File: config.mk
export PLATFORM = sky130hd
export DESIGN_NAME = muldiv_sequencer
export DESIGN_NICKNAME = d
export VERILOG_FILES = /design/src/rtl/muldiv_sequencer_pkg.sv /design/src/rtl/muldiv_sequencer.sv
export SDC_FILE = /design/constraint.sdc
export NUM_CORES = 1
export LEC_CHECK = 0
export CAP_MARGIN = 25
export CELL_PAD_IN_SITES_DETAIL_PLACEMENT = 0
export CELL_PAD_IN_SITES_GLOBAL_PLACEMENT = 1
export CORE_UTILIZATION = 39
export CTS_BUF_LIST = sky130_fd_sc_hd__clkbuf_16
export CTS_CLUSTER_SIZE = 20
export DETAILED_ROUTE_END_ITERATION = 8
export PLACE_DENSITY_LB_ADDON = 0.1
export RECOVER_POWER = 50
export SYNTH_ARGS = -nofsm -noshare
export SYNTH_HDL_FRONTEND = slang
export SYNTH_SLANG_ARGS = --single-unit
File: constraint.sdc
create_clock -name clk -period 3.65 [get_ports clk]
set_input_delay 0.73 -clock clk [delete_from_list [all_inputs] [get_ports clk]]
set_output_delay 0.73 -clock clk [all_outputs]
set_load 0.02 [all_outputs]
File: src/rtl/muldiv_sequencer_pkg.sv
// Shared definitions for the iterative HI/LO multiply/divide sequencer:
// ALU op codes, FSM state type and op-classification helpers.
package muldiv_sequencer_pkg;

    localparam int unsigned WIDTH_DEFAULT = 32;

    localparam logic [4:0] ALU_DIV   = 5'd3;
    localparam logic [4:0] ALU_DIVU  = 5'd4;
    localparam logic [4:0] ALU_MULT  = 5'd11;
    localparam logic [4:0] ALU_MULTU = 5'd12;

    typedef enum logic [1:0] {
        IDLE,
        CALC,
        FIX
    } state_e;

    function automatic logic is_legal_op(input logic [4:0] op);
        return (op == ALU_DIV) || (op == ALU_DIVU) ||
               (op == ALU_MULT) || (op == ALU_MULTU);
    endfunction

    function automatic logic is_div_op(input logic [4:0] op);
        return (op == ALU_DIV) || (op == ALU_DIVU);
    endfunction

    function automatic logic is_signed_op(input logic [4:0] op);
        return (op == ALU_DIV) || (op == ALU_MULT);
    endfunction

endpackage

File: src/rtl/muldiv_sequencer.sv
// Multi-cycle HI/LO unit: WIDTH shift-add / restoring shift-subtract steps on
// operand magnitudes, then a sign-fix cycle that writes HI/LO and pulses done.
module muldiv_sequencer
    import muldiv_sequencer_pkg::*;
#(
    parameter int unsigned WIDTH = WIDTH_DEFAULT
) (
    input  logic             clk,
    input  logic             rst_n,
    input  logic             start,
    input  logic [4:0]       op,
    input  logic [WIDTH-1:0] a,
    input  logic [WIDTH-1:0] b,
    input  logic             mthi_en,
    input  logic             mtlo_en,
    input  logic [WIDTH-1:0] wdata,
    output logic             busy,
    output logic             done,
    output logic [WIDTH-1:0] hi,
    output logic [WIDTH-1:0] lo
);

    localparam int unsigned CNT_W = $clog2(WIDTH) + 1;
    localparam logic [CNT_W-1:0] LAST_STEP = CNT_W'(WIDTH - 1);

    state_e               state_q, state_d;
    logic [CNT_W-1:0]     cnt_q, cnt_d;
    logic [2*WIDTH-1:0]   acc_q, acc_d;
    logic [WIDTH-1:0]     opr_q, opr_d;
    logic [4:0]           op_q, op_d;
    logic                 neg_res_q, neg_res_d;
    logic                 neg_rem_q, neg_rem_d;
    logic [WIDTH-1:0]     hi_q, hi_d;
    logic [WIDTH-1:0]     lo_q, lo_d;
    logic                 done_q, done_d;

    logic                 sgn_op;
    logic                 accept;
    logic [WIDTH-1:0]     mag_a, mag_b;
    logic [WIDTH:0]       mul_sum;
    logic [WIDTH:0]       div_top;
    logic [WIDTH:0]       div_diff;
    logic [2*WIDTH-1:0]   prod_fix;
    logic [WIDTH-1:0]     quot_fix, rem_fix;

    always_comb begin
        sgn_op = is_signed_op(op);
        accept = start && is_legal_op(op) && (state_q == IDLE);
        mag_a  = (sgn_op && a[WIDTH-1]) ? -a : a;
        mag_b  = (sgn_op && b[WIDTH-1]) ? -b : b;

        // acc = {partial product, remaining multiplier}; shifts right each step
        mul_sum = {1'b0, acc_q[2*WIDTH-1:WIDTH]} + {1'b0, opr_q};

        // acc = {remainder, remaining dividend}; top is the left-shifted remainder,
        // one bit wider so the trial subtract's borrow is exact
        div_top  = acc_q[2*WIDTH-1:WIDTH-1];
        div_diff = div_top - {1'b0, opr_q};

        prod_fix = neg_res_q ? -acc_q : acc_q;
        quot_fix = neg_res_q ? -acc_q[WIDTH-1:0] : acc_q[WIDTH-1:0];
        rem_fix  = neg_rem_q ? -acc_q[2*WIDTH-1:WIDTH] : acc_q[2*WIDTH-1:WIDTH];
    end

    always_comb begin
        state_d   = state_q;
        cnt_d     = cnt_q;
        acc_d     = acc_q;
        opr_d     = opr_q;
        op_d      = op_q;
        neg_res_d = neg_res_q;
        neg_rem_d = neg_rem_q;
        hi_d      = hi_q;
        lo_d      = lo_q;
        done_d    = 1'b0;

        unique case (state_q)
            IDLE: begin
                if (accept) begin
                    state_d   = CALC;
                    cnt_d     = '0;
                    op_d      = op;
                    acc_d     = {{WIDTH{1'b0}}, mag_a};
                    opr_d     = mag_b;
                    neg_res_d = sgn_op && (a[WIDTH-1] ^ b[WIDTH-1]);
                    neg_rem_d = sgn_op && a[WIDTH-1];
                end else begin
                    if (mthi_en) hi_d = wdata;
                    if (mtlo_en) lo_d = wdata;
                end
            end
            CALC: begin
                if (is_div_op(op_q)) begin
                    if (!div_diff[WIDTH]) acc_d = {div_diff[WIDTH-1:0], acc_q[WIDTH-2:0], 1'b1};
                    else                  acc_d = {acc_q[2*WIDTH-2:0], 1'b0};
                end else begin
                    if (acc_q[0]) acc_d = {mul_sum, acc_q[WIDTH-1:1]};
                    else          acc_d = {1'b0, acc_q[2*WIDTH-1:1]};
                end
                cnt_d = cnt_q + 1'b1;
                if (cnt_q == LAST_STEP) state_d = FIX;
            end
            FIX: begin
                if (is_div_op(op_q)) begin
                    hi_d = rem_fix;
                    lo_d = quot_fix;
                end else begin
                    hi_d = prod_fix[2*WIDTH-1:WIDTH];
                    lo_d = prod_fix[WIDTH-1:0];
                end
                done_d  = 1'b1;
                state_d = IDLE;
            end
            default: state_d = IDLE;
        endcase
    end

    always_ff @(posedge clk or negedge rst_n) begin
        if (!rst_n) begin
            state_q   <= IDLE;
            cnt_q     <= '0;
            acc_q     <= '0;
            opr_q     <= '0;
            op_q      <= '0;
            neg_res_q <= 1'b0;
            neg_rem_q <= 1'b0;
            hi_q      <= '0;
            lo_q      <= '0;
            done_q    <= 1'b0;
        end else begin
            state_q   <= state_d;
            cnt_q     <= cnt_d;
            acc_q     <= acc_d;
            opr_q     <= opr_d;
            op_q      <= op_d;
            neg_res_q <= neg_res_d;
            neg_rem_q <= neg_rem_d;
            hi_q      <= hi_d;
            lo_q      <= lo_d;
            done_q    <= done_d;
        end
    end

    assign busy = (state_q != IDLE);
    assign done = done_q;
    assign hi   = hi_q;
    assign lo   = lo_q;

endmodule

* Word level (Yosys, flattened, before mapping)
Cells that the tools add are included.
** Word-level totals
- Logic and storage cells :: 76
- Bits in registers :: 176
** Operators by class
- Bitwise logic cells :: 1
- Reductions and logical operators :: 19
- Add/subtract/negate cells :: 8
- Eq/ne operators :: 14
- Muxes and demuxes :: 24
** Operator list (number)
- $mux W32 :: 10
- $mux W64 :: 5
- $neg A32 Y32 :: 4
- $pmux W32 S2 :: 2
- $pmux W64 S2 :: 1
- $neg A64 Y64 :: 1
- $add A32 B32 Y33 :: 1
- $sub A33 B32 Y33 :: 1
- $pmux W6 S2 :: 1
- $eq A5 B2 Y1 const B :: 2
- $eq A5 B3 Y1 const B :: 2
- $eq A5 B4 Y1 const B :: 2
- $ne A2 B2 Y1 const B :: 5
- $add A6 B1 Y6 const B :: 1
- $eq A6 B5 Y1 const B :: 1
- $mux W6 :: 1
- $reduce_and A2 Y1 :: 3
- $reduce_and A3 Y1 :: 2
- $reduce_bool A2 Y1 :: 3
- $logic_and A1 B1 Y1 :: 5
- $logic_or A1 B1 Y1 :: 5
- $mux W2 :: 2
- $pmux W2 S2 :: 1
- $eq A2 B1 Y1 const B :: 1
- other kinds (4) :: 4

* Depth between registers and ports, before layout
Gate-level depths: netlist of the first run.
- Depth after elaboration :: 8
- Depth in mapped cells :: 15
- Depth with buffers taken out :: 12

* Worst setup path before layout of the first run
No wires, ideal clock.
- Path kind :: reg-to-reg
- From :: register acc_q[31]
- To :: register acc_q[41]
- Required time :: 3.512 ns
- Setup slack :: 0.022 ns
- Cell stages (with the launch flop) :: 16
- Arrival time :: 3.490 ns
- Path buffers :: 3
- Clock period less this slack :: 3.628 ns
- Library setup time :: 0.138 ns
- Cells stage by stage :: dfrtp_1 clkbuf_1 inv_1 ha_1 fa_1 nand2b_1 a21oi_1 nor3b_1 o21ai_0 a31oi_1 nor4_4 buf_2 clkbuf_1 nand2_1 o211ai_1 o211ai_1
** On the way
- Word-level cells in the longest chain between the ends :: 4
** RTL lines
- start, declared :: RTL line muldiv_sequencer.sv:28 : logic [2*WIDTH-1:0] acc_q, acc_d;
- start signal, assigned :: RTL line muldiv_sequencer.sv:122 : acc_q <= '0;
- start signal, assigned :: RTL line muldiv_sequencer.sv:133 : acc_q <= acc_d;
- $sub A33 B32 Y33 :: RTL line muldiv_sequencer.sv:58 : div_diff = div_top - {1'b0, opr_q};
- $mux W64 :: RTL line muldiv_sequencer.sv:94 : if (!div_diff[WIDTH]) acc_d = {div_diff[WIDTH-1:0], acc_q[WIDTH-2:0], 1'b1};
- $mux W64 :: RTL line muldiv_sequencer.sv:93 : if (is_div_op(op_q)) begin
- $pmux W64 S2 :: RTL line muldiv_sequencer.sv:77 : unique case (state_q)
Every way passes these cells.
A chain may end at the register's enable or synchronous reset.

* Worst setup path in the final report of the first run
- From :: register acc_q[15]
- To :: register hi_q[22] (netlist: hi[22])
** On the way
- Word-level cells in the longest chain between the ends :: 4
** RTL lines
- $neg A64 Y64 :: RTL line muldiv_sequencer.sv:60 : prod_fix = neg_res_q ? -acc_q : acc_q;
- $mux W64 :: RTL line muldiv_sequencer.sv:60
- $mux W32 :: RTL line muldiv_sequencer.sv:104 : if (is_div_op(op_q)) begin
- $pmux W32 S2 :: RTL line muldiv_sequencer.sv:77
- end signal, assigned :: RTL line muldiv_sequencer.sv:138 : hi_q <= hi_d;
- end, declared :: RTL line muldiv_sequencer.sv:33 : logic [WIDTH-1:0] hi_q, hi_d;
Every way passes these cells.

==> results of run 1 <==
[per-layer routing]
| metal | global-route usage [%] | vias to the layer above | routed length, um |
|---|---|---|---|
| met4 | 7.41 | 0 | 1070 |
| li1 | - | 7106 | - |
| met2 | 43.7 | 379 | 24100 |
| met3 | 3.55 | 50 | 2190 |
| met1 | 34.4 | 6896 | 23100 |
| met5 | 0 | - | 0 |
[worst max-delay path: cells and delay by family, from the launching register on]
family / cells / cell delay (ns)
DFF: 1 / 0.44
AOI/OAI and AO/OA: 3 / 0.50
and+or+nand+nor: 5 / 2.15
xor gates and xnor gates: 1 / 0.32
[worst max path at each step]
stage               depth (start not counted)             startpoint               endpoint
floorplan                                  15  acc_q[31]$_DFFE_PN0P_  acc_q[41]$_DFFE_PN0P_
global placement                           10                  b[10]  opr_q[29]$_DFFE_PN0P_
detailed placement                         10                  b[10]  opr_q[29]$_DFFE_PN0P_
CTS                                         9  acc_q[15]$_DFFE_PN0P_     hi[22]$_DFFE_PN0P_
global route                               12  acc_q[33]$_DFFE_PN0P_  acc_q[56]$_DFFE_PN0P_
finish                                      9  acc_q[15]$_DFFE_PN0P_     hi[22]$_DFFE_PN0P_
[registers in the layout (all words and copies together), names as in the netlist]
register	count
cnt_q	6
opr_q	32
neg_res_q	1
hi	32
done	1
state_q	2
op_q	5
lo	32
neg_rem_q	1
acc_q	64
[cell usage in the layout, fill, tap and decap left out, types with 6 or more instances in the layout]
| cell type | instances |
|---|---|
| nor4_1 | 18 |
| mux2i_1 | 88 |
| o21ai_0 | 215 |
| o211ai_1 | 15 |
| a21o_1 | 35 |
| and3_1 | 9 |
| or2_2 | 6 |
| clkdlybuf4s50_1 | 141 |
| nand3_1 | 22 |
| xor2_1 | 71 |
| or4_1 | 9 |
| a32o_1 | 7 |
| dlygate4sd3_1 | 29 |
| a22oi_1 | 8 |
| o221ai_1 | 9 |
| ha_1 | 69 |
| nor2_1 | 96 |
| nor3_1 | 40 |
| nand2b_1 | 14 |
| a211oi_1 | 37 |
| mux2_2 | 15 |
| a21oi_1 | 115 |
| buf_4 | 87 |
| inv_1 | 61 |
| nor2b_1 | 14 |
| a31oi_1 | 43 |
| o41ai_1 | 8 |
| o31ai_1 | 25 |
| nor3b_1 | 7 |
| nand2_1 | 282 |
| or3_1 | 27 |
| o21a_1 | 10 |
| and2_1 | 8 |
| nand4_1 | 16 |
| xnor2_1 | 89 |
| clkbuf_16 | 17 |
| dfrtp_1 | 176 |
[per-stage QoR]
stage / hold slack [ns] / cell area [um2] / instances / worst slack (ns) / setup TNS [ns]
after detailed placement: 0.470 / 17500 / 2531 / 0.0575 / 0
final: 0.481 / 18100 / 2564 / 0.101 / 0
after global routing: 0.508 / 18100 / 2564 / -0.00195 / -0.00195
after floorplan: 0.434 / 14900 / 1874 / 0.0218 / 0
after global placement: 0.470 / 17500 / 2531 / 0.0703 / 0
after CTS: 0.295 / 18100 / 2563 / 0.0867 / 0
[power by group]
part	total [mW]	switching, mW	internal (mW)
Clock	1.90	0.920	0.976
Sequential	3.42	0.819	2.60
Combinational	9.06	5.15	3.91
Total	14.4	6.89	7.49
[synth_stat cells, types with 4 or more instances]
cell	instances	share of area, %
a221oi_1	5	0.29
ha_1	69	5.8
nor3b_1	7	0.35
xor2_1	71	4.2
o211ai_1	15	0.76
nand3b_1	4	0.20
o41ai_1	8	0.47
inv_1	61	1.5
nor3_1	40	1.3
nor4_1	18	0.76
mux2i_1	88	5.9
dfrtp_1	176	30
a21boi_0	5	0.25
or4_1	9	0.45
a22oi_1	8	0.40
nand2_1	285	7.2
o21ai_1	4	0.13
a21o_1	35	1.8
a32o_1	7	0.47
o221ai_1	9	0.53
and2_1	9	0.38
nand2b_1	14	0.59
or2_2	6	0.25
nor2_1	96	2.4
buf_1	16	0.40
a211oi_1	37	1.9
o21bai_1	5	0.25
and3_1	9	0.38
mux2_2	15	1.1
or3_1	27	1.1
o21a_1	11	0.56
nand3_1	22	0.74
a211o_1	5	0.29
and4_1	4	0.24
o31ai_1	25	1.3
o2111ai_1	5	0.29
a21oi_1	115	3.9
a31oi_1	43	1.8
o21ai_0	216	7.3
nand4_1	16	0.67
clkbuf_1	96	2.4
nor2b_1	15	0.63
xnor2_1	89	5.2
[logic make-up (layout without fill, tap and decap cells)]
logic type               Yosys count  in the layout  synth area share (%)
XOR/XNOR                         160            160                  9.42
AND/OR/NAND/NOR                  595            595                  18.7
AO/OA/AOI/OAI                    588            588                  24.4
flip-flops                       176            176                  29.6
multiplexers                     103            103                  7.06
adder cells (fa/ha/maj)           71             71                  6.07
buffers and inverters            181            360                  4.72
[final cells by class]
type	count	area (um2)
clock inverters	15	171
flip-flops and latches	176	4400
inverters	62	233
repair buffers	266	2440
multi-input cells	1517	9800
clock buffers	17	425
well taps	511	639
fillers	3787	19500
[what timing repair did]
action | 4_1_cts | 5_1_grt
gates resized for setup | 0 | 1
setup endpoints to repair | 0 | 4
buffers inserted | 0 | 0
==> flow_summary.yaml, run 1 <==
outcome:
  outcome: "finished with violations"
  violations: "capacitance limit, slew limit"
clock_tree:
  ctsHoldBuffers: 0
  clk_pin_slew_ns: 0.08
  cts_tree: "yes"
  cts_made_buffers: 17
  clockBufferDepth: 2
  clock-sinks: 176
  clockRootBuffer: "clkbuf_16"
  insertion_delay_ns: 0.46
  htree_levels: 4
min_path:
  hold_depth: 2
  min_path_type: "reg2reg"
  min-delay-start: "op_q[3]$_DFFE_PN0P_"
  hold_end: "op_q[3]$_DFFE_PN0P_"
critical_path:
  rr_worst_depth: 9
  r2r-start: "acc_q[15]$_DFFE_PN0P_"
  start_kind: "flop"
  path_cells: "or4_4, or4b_4, or4_4, or3_4, o21ai_2, nand2b_2, o31ai_4, xor2_1, a21oi_1"
  crit_top_cell: "or4_4"
  worstSetupEndpointType: "flop"
  rrSetupSlack_ns: 0.10
  crit_path_max_incr_delay_ns: 0.57
  slowest_stage: "or4_4"
  r2r-end: "hi[22]$_DFFE_PN0P_"
  crit_fanout: 5
  critPathArrivalTime_ns: 3.87
  worstSetupPathType: "reg2reg"
  cp.required_ns: 3.97
pwr:
  p_per_area_nw_per_um2: 794
  vdd_drop_max_v: 0.000475
  totalPowerFinal_mw: 14.4
  cellLeakagePower_nw: 7.76
global_routing:
  grt_use_total_pct: 25.9
  antenna_found_initial: 0
  grt-ovfl-total: 0
  grt_pass1_vias: 13700
  grt_pass1_wl_mm: 78.0
  grt_max_degree: 75
layout:
  layout.nets: 2217
  areaGrowthSynthToFinish_pct: 21.7
  antennaDiodeCount: 0
  postLayoutCoreUtil_pct: 48.2
  drive_gt1_share_pct: 8.13
timing:
  fin_skew_ns: 0.0156
  worst-slew-pin-transition_ns: 1.87
  slew_headroom_pct: -24.6
  timing.fmax_mhz: 282
  finalHoldViolCount: 0
  drv_slew: 71
  fin_crit_sh_pct: 97.2
  finalCriticalPeriod_ns: 3.55
  rsz0062_at_grt: "yes"
  final-setup-viol-count: 0
routing:
  vias: 14400
  drc_errors: 0
  firstDrtPassIters: 5
  viasPerCell: 5.63
  ant_nets: 0
  wl_per_cell_um: 19.7
  drt-total-wl_mm: 50.5
  first_iter_violations: 806
synth:
  synthCells: 1874
  synth_edf_count: 0
  synth_cell_type_count: 73
  synth_nets: 2051
  seq_area_frac_synth_pct: 29.6
  netlist_area_um2: 14900
  synthArstFlopShare_pct: 100
  avgSynthCellArea_um2: 7.94
  yosysWarnings: 0
  ys_ff_latch: 176
  synthFlopType: "dfrtp_1"
job:
  cap_viol_max_count: 1
placed_design:
  port_buffers: 171
  dp_hpwl_mm: 39.5
  finalWeightedCongestion: 0.894
floorplan:
  pin_count: 172
  die_y_um: 197
  die_area_um2: 38900
  start_util_pct: 39.6
  die_w_um: 197
  core_um2: 37600
  placementRows: 71
(Power assumes the default switching activity.)
==> run 2, diff against run 1 <==
- CELL_PAD_IN_SITES_DETAIL_PLACEMENT: 0 -> 1
- CELL_PAD_IN_SITES_GLOBAL_PLACEMENT: 1 -> 2
- CORE_UTILIZATION: 39 -> 31
- SKIP_LAST_GASP: unset -> 1
==> run 2 against run 1 <==
The flow still finishes with violations (capacitance limit, slew limit). Worst setup slack better by 0.13 ns. Register-to-register slack gained 0.13 ns. Clock power hardly changed. Final cell count grew 3.7%.
==> flow_summary.yaml, run 2 (synthesized netlist as in run 1, its figures left out) <==
outcome:
  outcome: "finished with violations"
  violations: "capacitance limit, slew limit"
critical_path:
  crit_family: "compound AO/OA/AOI/OAI gates"
  r2r-end: "acc_q[48]$_DFFE_PN0P_"
  crit_path_max_incr_delay_ns: 0.40
  worstSetupPathType: "reg2reg"
  start_kind: "flop"
  crit_fanout: 22
  rrSetupSlack_ns: 0.23
  worstSetupEndpointType: "flop"
  rr_worst_depth: 15
  r2r-start: "opr_q[11]$_DFFE_PN0P_"
  path_cells: "inv_1, ha_1, a21oi_1, o211ai_1, a41oi_1, o21ai_0, buf_4, buf_4, and4_1, nor4_4, buf_4, buf_12, mux2_2, o21ai_0, o21ai_0"
  critPathArrivalTime_ns: 3.77
  cp.required_ns: 4.00
  slowest_stage: "dfrtp_1"
  critical_path_buf_inv_count: 5
pwr:
  p_int_mw: 7.54
  vdd_drop_max_v: 0.000416
  switching_power_mw: 7.19
  seqPwrFrac_pct: 23.2
  clockPowerShare_pct: 13.0
  cellLeakagePower_nw: 7.79
  sw_frac_of_total_pct: 48.8
  p_per_area_nw_per_um2: 806
  totalPowerFinal_mw: 14.7
  comb_power_share_pct: 63.8
global_routing:
  grt_max_degree: 132
  grt_pass1_vias: 14900
  antenna_found_initial: 0
  grt-ovfl-total: 0
  grt_pass1_wl_mm: 89.4
  grt_use_total_pct: 23.4
timing:
  slew_headroom_pct: -83.1
  drv_slew: 177
  finalCriticalPeriod_ns: 3.42
  final-setup-viol-count: 0
  fin_skew_ns: 0.0107
  fin_crit_sh_pct: 93.8
  worst-slew-pin-transition_ns: 2.75
  rsz0062_at_grt: "no"
  timing.fmax_mhz: 292
  fin_tns_setup_ns: 0
  finalHoldViolCount: 0
routing:
  wl_per_cell_um: 21.3
  drt-total-wl_mm: 56.7
  first_iter_violations: 765
  firstDrtPassIters: 5
  drc_errors: 0
  vias: 14500
  ant_nets: 0
  viasPerCell: 5.46
clock_tree:
  htree_levels: 4
  clockRootBuffer: "clkbuf_16"
  clockBufferDepth: 2
  clock-sinks: 176
  cts_tree: "yes"
  clk_pin_slew_ns: 0.08
  insertion_delay_ns: 0.47
  cts_made_buffers: 17
layout:
  antennaDiodeCount: 0
  layout.nets: 2217
  top_register: "acc_q"
  largest_reg_flops: 64
  fillers: 5657
  postLayoutCoreUtil_pct: 38.9
  final_common_cell: "nand2_1"
  multi_input_area_um2: 9820
  drive_gt1_share_pct: 8.52
  mostFrequentLayoutCells: "nand2_1 (282), o21ai_0 (216), dfrtp_1 (174), clkdlybuf4s50_1 (140), a21oi_1 (114)"
  regArea_um2: 4410
  layout.cells.non_filler: 2660
  areaGrowthSynthToFinish_pct: 22.9
  design_area_um2: 18300
floorplan:
  start_util_pct: 31.7
  pin_count: 172
  core_um2: 47000
  die_area_um2: 48900
  placementRows: 79
  die_w_um: 221
  die_y_um: 221
placed_design:
  postPlaceCellArea_um2: 17700
  finalWeightedCongestion: 0.863
  dp_hpwl_mm: 45.0
  port_buffers: 171
  placed_cells: 2627
min_path:
  min_path_type: "in2async"
job:
  cap_viol_max_count: 2
==> run 2: cell types whose count changed in the layout (fill, tap and decap cells not counted), sizes merged <==
cell / change
buf: +4
clkbuf: -4
clkinv: -4
inv: +4
clkdlybuf4s50: -1
dlygate4sd3: +1
==> run 2: power groups by stage <==
stage	logic, mW	clock network [mW]	registers, mW
2_1_floorplan	5.87	0	3.43
3_3_place_gp	9.21	0	3.44
3_5_place_dp	9.33	0	3.47
4_1_cts	9.38	1.96	3.43
5_1_grt	10.3	2.01	3.52
6_report	9.40	1.92	3.42
==> run 2: how the worst max path moves through the flow <==
stage                          start  cells after the start                    end  slack (ns)
2_1_floorplan  acc_q[31]$_DFFE_PN0P_                     15  acc_q[41]$_DFFE_PN0P_        0.02
3_3_place_gp                    b[6]                      9  opr_q[29]$_DFFE_PN0P_         0.1
3_5_place_dp                    b[2]                     10  opr_q[29]$_DFFE_PN0P_       -0.05
4_1_cts         opr_q[0]$_DFFE_PN0P_                     13  acc_q[59]$_DFFE_PN0P_        0.14
5_1_grt        acc_q[31]$_DFFE_PN0P_                     16  acc_q[48]$_DFFE_PN0P_       0.005
6_report       opr_q[11]$_DFFE_PN0P_                     15  acc_q[48]$_DFFE_PN0P_        0.23
==> run 2: area by class of cell <==
class,instances,share of cell area [%]
clock inverter,15,0.814
clock buffer,17,2.33
timing repair buffer,266,13.6
inverter,62,1.27
multi-input combinational,1517,53.7
sequential,176,24.1
tap,607,4.15
==> run 2: repair_timing <==
action,4_1_cts,5_1_grt
gates resized for setup,0,7
setup endpoints to repair,0,7
setup buffers,0,1
hold buffers,0,0
==> run 2: metrics by stage <==
stage               setup WS, ns  hold WS [ns]
CTS                        0.139       0.00716
global route             0.00463        0.0403
floorplan                 0.0218         0.434
finish                     0.228        0.0456
detailed placement       -0.0520         0.471
global placement          0.0954         0.468
==> run 2: per-layer routing <==
metal  GRT usage [%]  share of wire [%]  up-vias
li1                -                  -     7105
met2            39.8                 48      256
met5               0                  0        -
met1            31.9                 47     7139
met4            4.20                1.0        0
met3            2.97                3.2       27
